[config.mk]
export PLATFORM = sky130hd
export DESIGN_NAME = csr_reg_manager
export DESIGN_NICKNAME = d
export VERILOG_FILES = /design/src/rtl/csr_mgr_pkg.sv /design/src/rtl/csr_sat_counter.sv /design/src/rtl/csr_reg_manager.sv
export SDC_FILE = /design/constraint.sdc
export NUM_CORES = 1
export LEC_CHECK = 0
export CORE_MARGIN = 4
export CORE_UTILIZATION = 48
export DETAILED_ROUTE_END_ITERATION = 12
export PLACE_DENSITY = 0.82
export SLEW_MARGIN = 30
export SYNTH_ARGS = -nofsm -noshare
export SYNTH_HDL_FRONTEND = slang
export SYNTH_HIERARCHICAL = 1
export SYNTH_SLANG_ARGS = --single-unit
[constraint.sdc]
create_clock -name clk_i -period 2.9 [get_ports clk_i]
set_input_delay 0.725 -clock clk_i [delete_from_list [all_inputs] [get_ports clk_i]]
set_output_delay 0.725 -clock clk_i [all_outputs]
set_load 0.01 [all_outputs]
[src/rtl/csr_mgr_pkg.sv]
// Shared constants for the accelerator CSR endpoint.
// CTRL and BUSYCNT sit directly after the RW and RO windows.
// CTRL read layout: bit0 busy, bit1 done_sticky; write bit0 starts a run.
package csr_mgr_pkg;

  localparam int BUSY_BIT  = 0;
  localparam int DONE_BIT  = 1;
  localparam int START_BIT = 0;

  function automatic int ctrl_addr(input int num_rw, input int num_ro);
    return num_rw + num_ro;
  endfunction

  function automatic int busycnt_addr(input int num_rw, input int num_ro);
    return num_rw + num_ro + 1;
  endfunction

endpackage

[src/rtl/csr_sat_counter.sv]
// Saturating up-counter with synchronous clear (clear has priority).
// Latency: count visible one cycle after inc/clr.
// Backpressure: none; holds at all-ones once saturated.
module csr_sat_counter #(
  parameter int Width = 32
) (
  input  logic             clk_i,
  input  logic             rst_ni,
  input  logic             inc_i,
  input  logic             clr_i,
  output logic [Width-1:0] count_o
);

  logic [Width-1:0] count_q;

  // Count up on inc, stop at all-ones, clear on request
  always_ff @(posedge clk_i) begin
    if (!rst_ni) begin
      count_q <= '0;
    end else if (clr_i) begin
      count_q <= '0;
    end else if (inc_i && (count_q != '1)) begin
      count_q <= count_q + Width'(1);
    end
  end

  assign count_o = count_q;

endmodule

[src/rtl/csr_reg_manager.sv]
// Accelerator CSR endpoint: RW config regs, RO status, CTRL (start/busy/done), busy-cycle counter.
// Latency: read response one cycle after accept; writes visible one cycle after accept.
// Backpressure: one request outstanding; ready low while a response waits, writes stall while busy.
module csr_reg_manager
  import csr_mgr_pkg::*;
#(
  parameter int  NumRwCsr      = 4,
  parameter int  NumRoCsr      = 2,
  parameter int  RegDataWidth  = 32,
  localparam int TotalRegCount = NumRwCsr + NumRoCsr + 2,
  localparam int RegAddrWidth  = $clog2(TotalRegCount)
) (
  input  logic                                   clk_i,
  input  logic                                   rst_ni,
  input  logic [RegAddrWidth-1:0]                csr_addr_i,
  input  logic [RegDataWidth-1:0]                csr_wr_data_i,
  input  logic                                   csr_wr_en_i,
  input  logic                                   csr_req_valid_i,
  output logic                                   csr_req_ready_o,
  output logic [RegDataWidth-1:0]                csr_rd_data_o,
  output logic                                   csr_rsp_valid_o,
  input  logic                                   csr_rsp_ready_i,
  output logic [NumRwCsr-1:0][RegDataWidth-1:0]  csr_reg_rw_set_o,
  input  logic [NumRoCsr-1:0][RegDataWidth-1:0]  csr_reg_ro_set_i,
  output logic                                   acc_start_o,
  input  logic                                   acc_busy_i,
  input  logic                                   acc_done_i
);

  localparam logic [RegAddrWidth-1:0] CtrlAddr    = RegAddrWidth'(ctrl_addr(NumRwCsr, NumRoCsr));
  localparam logic [RegAddrWidth-1:0] BusyCntAddr = RegAddrWidth'(busycnt_addr(NumRwCsr, NumRoCsr));

  logic [NumRwCsr-1:0][RegDataWidth-1:0] rw_q;
  logic [RegDataWidth-1:0]               rd_data_q;
  logic [RegDataWidth-1:0]               rd_next;
  logic [RegDataWidth-1:0]               busy_cnt;
  logic                                  rsp_valid_q;
  logic                                  start_q;
  logic                                  start_pulse_q;
  logic                                  done_q;
  logic                                  busy;
  logic                                  accept;
  logic                                  wr_acc;
  logic                                  rd_acc;
  logic                                  is_ctrl;
  logic                                  start_wr;
  logic                                  ctrl_rd;

  // start_q bridges the gap between the start write and the accelerator raising busy
  assign busy            = acc_busy_i | start_q;
  assign csr_req_ready_o = !rsp_valid_q && !(csr_wr_en_i && busy);
  assign accept          = csr_req_valid_i && csr_req_ready_o;
  assign wr_acc          = accept && csr_wr_en_i;
  assign rd_acc          = accept && !csr_wr_en_i;
  assign is_ctrl         = (csr_addr_i == CtrlAddr);
  assign start_wr        = wr_acc && is_ctrl && csr_wr_data_i[START_BIT];
  assign ctrl_rd         = rd_acc && is_ctrl;

  // Read data mux; unmapped addresses fall through to zero
  always_comb begin
    rd_next = '0;
    for (int i = 0; i < NumRwCsr; i++) begin
      if (csr_addr_i == RegAddrWidth'(i)) rd_next = rw_q[i];
    end
    for (int j = 0; j < NumRoCsr; j++) begin
      if (csr_addr_i == RegAddrWidth'(NumRwCsr + j)) rd_next = csr_reg_ro_set_i[j];
    end
    if (is_ctrl) begin
      rd_next[BUSY_BIT] = busy;
      rd_next[DONE_BIT] = done_q;
    end
    if (csr_addr_i == BusyCntAddr) rd_next = busy_cnt;
  end

  // Configuration register writes; other addresses ignore write data
  always_ff @(posedge clk_i) begin
    if (!rst_ni) begin
      rw_q <= '0;
    end else begin
      for (int i = 0; i < NumRwCsr; i++) begin
        if (wr_acc && (csr_addr_i == RegAddrWidth'(i))) rw_q[i] <= csr_wr_data_i;
      end
    end
  end

  // Read response: capture on accept, hold data stable until the consumer takes it
  always_ff @(posedge clk_i) begin
    if (!rst_ni) begin
      rsp_valid_q <= 1'b0;
      rd_data_q   <= '0;
    end else if (rd_acc) begin
      rsp_valid_q <= 1'b1;
      rd_data_q   <= rd_next;
    end else if (rsp_valid_q && csr_rsp_ready_i) begin
      rsp_valid_q <= 1'b0;
    end
  end

  // Start pulse, pending-start flag and sticky done (a new done beats a clearing read)
  always_ff @(posedge clk_i) begin
    if (!rst_ni) begin
      start_q       <= 1'b0;
      start_pulse_q <= 1'b0;
      done_q        <= 1'b0;
    end else begin
      start_pulse_q <= start_wr;
      if (start_wr) begin
        start_q <= 1'b1;
      end else if (acc_busy_i) begin
        start_q <= 1'b0;
      end
      if (acc_done_i) begin
        done_q <= 1'b1;
      end else if (ctrl_rd) begin
        done_q <= 1'b0;
      end
    end
  end

  csr_sat_counter #(
    .Width (RegDataWidth)
  ) u_busy_cnt (
    .clk_i   (clk_i),
    .rst_ni  (rst_ni),
    .inc_i   (acc_busy_i),
    .clr_i   (start_wr),
    .count_o (busy_cnt)
  );

  assign csr_rd_data_o    = rd_data_q;
  assign csr_rsp_valid_o  = rsp_valid_q;
  assign csr_reg_rw_set_o = rw_q;
  assign acc_start_o      = start_pulse_q;

endmodule

# Yosys cells after proc, flatten, opt, wreduce, memory -nomap -nowiden
# Cells that the tools add are included.
[totals] register_bits=196 elab_cells=57 in_bits=106 output_inout_bits=163
[op_classes] add_sub_neg=1 n_eq_ne=8 mux=14 n_reduce_logical=22 bitwise=2
[ops] cell="$mux W32" count=7
[ops] cell="$add A32 B1 Y32 const B" count=1
[ops] cell="$ne A32 B32 Y1 const B" count=1
[ops] cell="$logic_and A1 B1 Y1" count=14
[ops] cell="$eq A3 B3 Y1 const B" count=4
[ops] cell="$eq A3 B2 Y1 const B" count=2
[ops] cell="$mux W1" count=6
[ops] cell="$reduce_bool A2 Y1" count=3
[ops] cell="$eq A3 B1 Y1 const B" count=1
[ops] cell="$logic_not A1 Y1" count=3
[ops] cell="$logic_not A3 Y1" count=1
[ops] cell="$mux W2" count=1
[ops] cell="$reduce_or A2 Y1" count=1
[ops] cell="$not A1 Y1" count=1
[ops] cell="$or A1 B1 Y1" count=1

# Logic depth before layout (Yosys ltp)
[depth] depth_word=9 depth_mapped=9

# Cells and area by module
# The synthesis kept the hierarchy.
[by_module_without_submodules] mod="csr_reg_manager" n_inst=1 cells_each=873 area_each_um2=7628.6 seq_area_each_um2=3283.1
[by_module_without_submodules] mod="csr_sat_counter" n_inst=1 cells_each=203 area_each_um2=1667.8 seq_area_each_um2=640.6

# Worst setup path after synthesis
# OpenSTA, ideal clock, no wires.
[synth_path] path_type="in2reg" startpoint="input port csr_addr_i[1]" endpoint="register u_busy_cnt.count_q[0] (netlist: u_busy_cnt/count_o[0])" setup_ns=0.128 stages=9 path_buffers=3 path_slack_ns=0.522 arrival_time_ns=2.251 required_ns=2.772 path_cell_list="buf_2 nor2b_1 and3_1 nand3_1 inv_1 nand2b_1 clkbuf_1 clkbuf_1 nor2_1"
[synth_via] elab_chain_cells=4
[synth_lines] item="from (decl)" line_no="csr_reg_manager.sv:15" text="input logic [RegAddrWidth-1:0] csr_addr_i,"
[synth_lines] item="$eq A3 B3 Y1" line_no="csr_reg_manager.sv:55" text="assign is_ctrl = (csr_addr_i == CtrlAddr);"
[synth_lines] item="$logic_and A1 B1 Y1 (2 in a row)" line_no="csr_reg_manager.sv:56" text="assign start_wr = wr_acc && is_ctrl && csr_wr_data_i[START_BIT];"
[synth_lines] item="named net start_wr" line_no="csr_reg_manager.sv:46" text="logic start_wr;"
[synth_lines] item="$reduce_or A2 Y1 (no line)"
[synth_lines] item="to (signal assigned)" line_no="csr_sat_counter.sv:23" text="count_q <= count_q + Width'(1);"
[synth_lines] item="to (decl)" line_no="csr_sat_counter.sv:14" text="logic [Width-1:0] count_q;"
# The timed path passes the listed nets, and every way through them passes these cells.
# A chain may end at the register's enable or synchronous reset.

# Final worst setup path
[layout_path] startpoint="input port acc_busy_i" endpoint="output port csr_req_ready_o"
[layout_via] elab_chain_cells=4
[layout_lines] item="from (decl)" line_no="csr_reg_manager.sv:26" text="input logic acc_busy_i,"
[layout_lines] item="$or A1 B1 Y1" line_no="csr_reg_manager.sv:50" text="assign busy = acc_busy_i | start_q;"
[layout_lines] item="$logic_and A1 B1 Y1" line_no="csr_reg_manager.sv:51" text="assign csr_req_ready_o = !rsp_valid_q && !(csr_wr_en_i && busy);"
[layout_lines] item="$logic_not A1 Y1" line_no="csr_reg_manager.sv:51"
[layout_lines] item="$logic_and A1 B1 Y1" line_no="csr_reg_manager.sv:51"
[layout_lines] item="to (decl)" line_no="csr_reg_manager.sv:19" text="output logic csr_req_ready_o,"
# Every way passes these cells.

==> impl_summary.md <==
Worst setup path
The critical path in this run is classified as primary input to primary output. Along the worst path, the maximum fanout reaches 2. The worst register-to-register path begins at u_busy_cnt/count_o[17]. STA puts the critical path data required time at roughly 2200 ps. At the worst endpoint, the arrival time is roughly 2100 ps. The worst setup path is captured at a primary output. The nature of the critical path startpoint is a primary input. The origin of the worst setup path is acc_busy_i.

Drt
After the first detailed-routing iteration, the DRC count stood at around 780. The first detailed-routing pass took 5 iterations. The post-detailed-route wirelength per cell is about 21 um. The mean number of vias per cell is just over 6. The count of nets left with antenna violations once routing finished came out at 0. For this block, the via count after detailed routing is around 9600. For this run, design rule violations remaining after detail routing come to 0. The wire length reported by the detailed router is 32900 um.

Floorplan
The floorplan has 50 rows. The horizontal die dimension is 147 um. The number of I/O pins is between 200 and 300. The die area is roughly 0.022 sq mm. The overall die height is 147 um. Once the floorplan was initialized, standard cells occupied between 40 and 50% of the core.

The core region area is ~0.019 sq mm.

CTS
The H-tree was split into 4 levels. Post-CTS timing repair inserted 0 buffers for setup. The clock-pin slew of the registers on the worst-case setup and hold paths is about 70 ps. The cell sitting at the root of the clock tree is a clkbuf_16. In this run, post-CTS hold repair placed 0 buffers. The longest clock path from root to sink contains 2 buffers. TritonCTS built the clock tree. Counting every sink on the clock net gives between 150 and 200.

In this run, CTS created clock tree buffers numbering 17. The count of instances resized after the clock tree is built is 0. The clock latency of the later-clocked register in the worst-skew pair is 430 ps.

GRT
The busiest layer in global routing is met2. In the global route stage, met3 resource usage came out at between 7 and 8%. Entering global routing, the biggest net connects between 70 and 80 pins.

The first global-routing pass estimated approximately 50000 um of wire. For this run, the total global-route usage over all layers was measured as slightly below 30%. The global-route met2 utilization is approximately half. After global routing the overflow that remains totals 0. Global routing consumed, on the met1 layer, a little over a third of the routing resources. The initial antenna violation count came to 1. The number of global-route vias before repair is ~9200.

STA
Setup repair after global routing left no endpoint under its margin. The max-slew violation count is 0. The clock arrives with 6.41 ps of skew.

The shortest period the worst path allows is ~2800 ps. The worst slew margin relative to its limit is between 40% and 50%. Setup total negative slack on the finished layout was measured at 0 ps. The fraction of the cycle the final worst path needs is 97.1%. The slew at the pin with the worst max-slew slack is ~780 ps. The maximum frequency from static timing analysis is 355 MHz. The number of hold violations in the final report came to 0.

Setup violations remaining at the end of the flow were counted as 0.

Outcome
The flow ran to the end, and the final reports show no timing, DRC or antenna violations.

Place
The detailed placer's ending HPWL is approximately 23000 um. Port buffering added about 270 buffers. The weighted congestion reported at the end of routability-driven placement is between 0.8 and 0.9.

Final layout
Leaving out fill and tap cells, the most frequent cells in the layout are clkdlybuf4s50_1, dfxtp_1, nand2_1, nor2_1, nand3_1. The post-route netlist has just over 7% of its cells at a drive strength greater than 1. The library cell used most frequently in the layout, excluding fill and tap cells, is clkdlybuf4s50_1. For this run, the post-layout net count is around 1400. The antenna diode count is 0. The area overhead of the layout relative to synthesis is 39.0%.

Synthesis
The number of nets produced by synthesis is 1183. The number of register bits inferred by synthesis is between 150 and 200. For this run, the leading register cell type out of synthesis is dfxtp_1. The top cell type by area accounts for ~42% of the synthesized area. The average cell area after synthesis is 8.64 sq um.

The number of distinct library cells after synthesis is 60. The synthesized design contains 0 enable-type register cells. The cell taking the most area after synthesis is dfxtp_1.

For this run, the number of Yosys warnings is 6. The mapped netlist covers slightly above 0.009 sq mm. In the synthesized netlist the async set-or-reset flop fraction comes to 0%. For this run, the register share of the synthesized area comes to a little over two fifths. After technology mapping, the gate count stands at 1076. Ranked by total cell area, the synthesized netlist is headed by dfxtp_1, mux2i_1, a31o_1.

Run
The tool flagged a number of max-cap violations equal to 0.

Pwr
The design draws 5.84 mW. The maximum vdd drop is approximately 0.00043 V. Summed over all cells, the static leakage comes to between 4 and 5 nW.

Dividing total power by cell area gives a power density of 452 mW/mm^2.

Worst hold path
The worst hold path begins at csr_reg_rw_set_o[40]. The type of the tightest min-delay check is register to register.
## synthesized netlist by cell type (2+ instances only)
library cell / number
or2_2: 3
nor4_2: 2
xnor2_1: 9
o2bb2ai_1: 29
mux2i_1: 62
or4_1: 2
nor3b_1: 2
nor2_1: 86
and2_1: 3
a31oi_1: 32
inv_1: 5
nor3_2: 2
o221a_1: 28
nand2b_1: 6
o21ai_0: 38
a211oi_1: 4
a21o_1: 2
o21ai_1: 77
a2111oi_0: 2
nor3_1: 2
a22oi_1: 30
a21oi_1: 28
nand4_2: 4
buf_1: 9
o211ai_1: 2
and3_1: 10
a31o_1: 63
buf_2: 42
nor4_1: 2
nand4_1: 14
nand3_1: 81
and4_1: 3
nor2b_1: 4
nand2_1: 107
buf_4: 9
dfxtp_1: 196
or3_1: 15
clkbuf_1: 39
## layer usage
layer  wire, um  share of wire (%)
met2      15700                 48
met4       1120                3.4
met1      13200                 40
met3       2860                8.7
met5          8              0.024
## sequential cells by signal, summed over array words and instances, names as in the netlist
signal	cells
acc_start_o	1
csr_rsp_valid_o	1
u_busy_cnt/count_o	32
csr_reg_rw_set_o	128
csr_rd_data_o	32
start_q	1
done_q	1
## critical path, cell delays in order
cell             delay [ps]
clkdlybuf4s50_1         480
nor2_2                  130
inv_1                    70
a21oi_1                 140
clkdlybuf4s50_1         540
## where the power goes
group | total, mW | switching (mW) | internal [mW]
sequential | 2.77 | 0.0337 | 2.74
combinational | 0.707 | 0.371 | 0.336
clock | 2.36 | 1.08 | 1.28
total | 5.84 | 1.49 | 4.35
## metrics by stage
step / setup WS [ps] / hold WS (ps) / util [%] / std cells / instance area [sq um]
after CTS: 70.1 / 478 / 68.4 / 1575 / 12900
after global routing: 2.33 / 497 / 68.4 / 1575 / 12900
final: 82.8 / 476 / 68.4 / 1575 / 12900
after global placement: 50.2 / 447 / 65.3 / 1543 / 12300
after floorplan: 522 / 455 / - / 1076 / 9300
after detailed placement: 73.9 / 467 / 65.3 / 1543 / 12300
## layout make-up
| cell class | instances | area, sq um |
|---|---|---|
| fill | 1582 | 5970 |
| multi-input combinational | 775 | 4950 |
| sequential | 196 | 3920 |
| clock inverter | 11 | 118 |
| inverter | 6 | 22.5 |
| timing repair buffer | 306 | 3110 |
| clock buffer | 21 | 470 |
| tap | 260 | 325 |
## path summary, 6_finish.rpt
check / end / depth (start not counted) / slack (ps)
setup / recovery: csr_req_ready_o / 5 / 80
hold / removal: csr_reg_rw_set_o[40] / 2 / 480
setup reg to reg: u_busy_cnt/count_o[3] / 6 / 430
hold reg to reg: csr_reg_rw_set_o[40] / 2 / 480
## logic make-up after synthesis
group | synth area share (%)
AOI/OAI and AO/OA | 26.3
xor gates and xnor gates | 0.848
adders and majority gates | 0.135
buffers and inverters | 5.17
DFF | 42.2
muxes | 6.80
and+or+nand+nor | 18.6
Power figures use the tool's default switching activity.
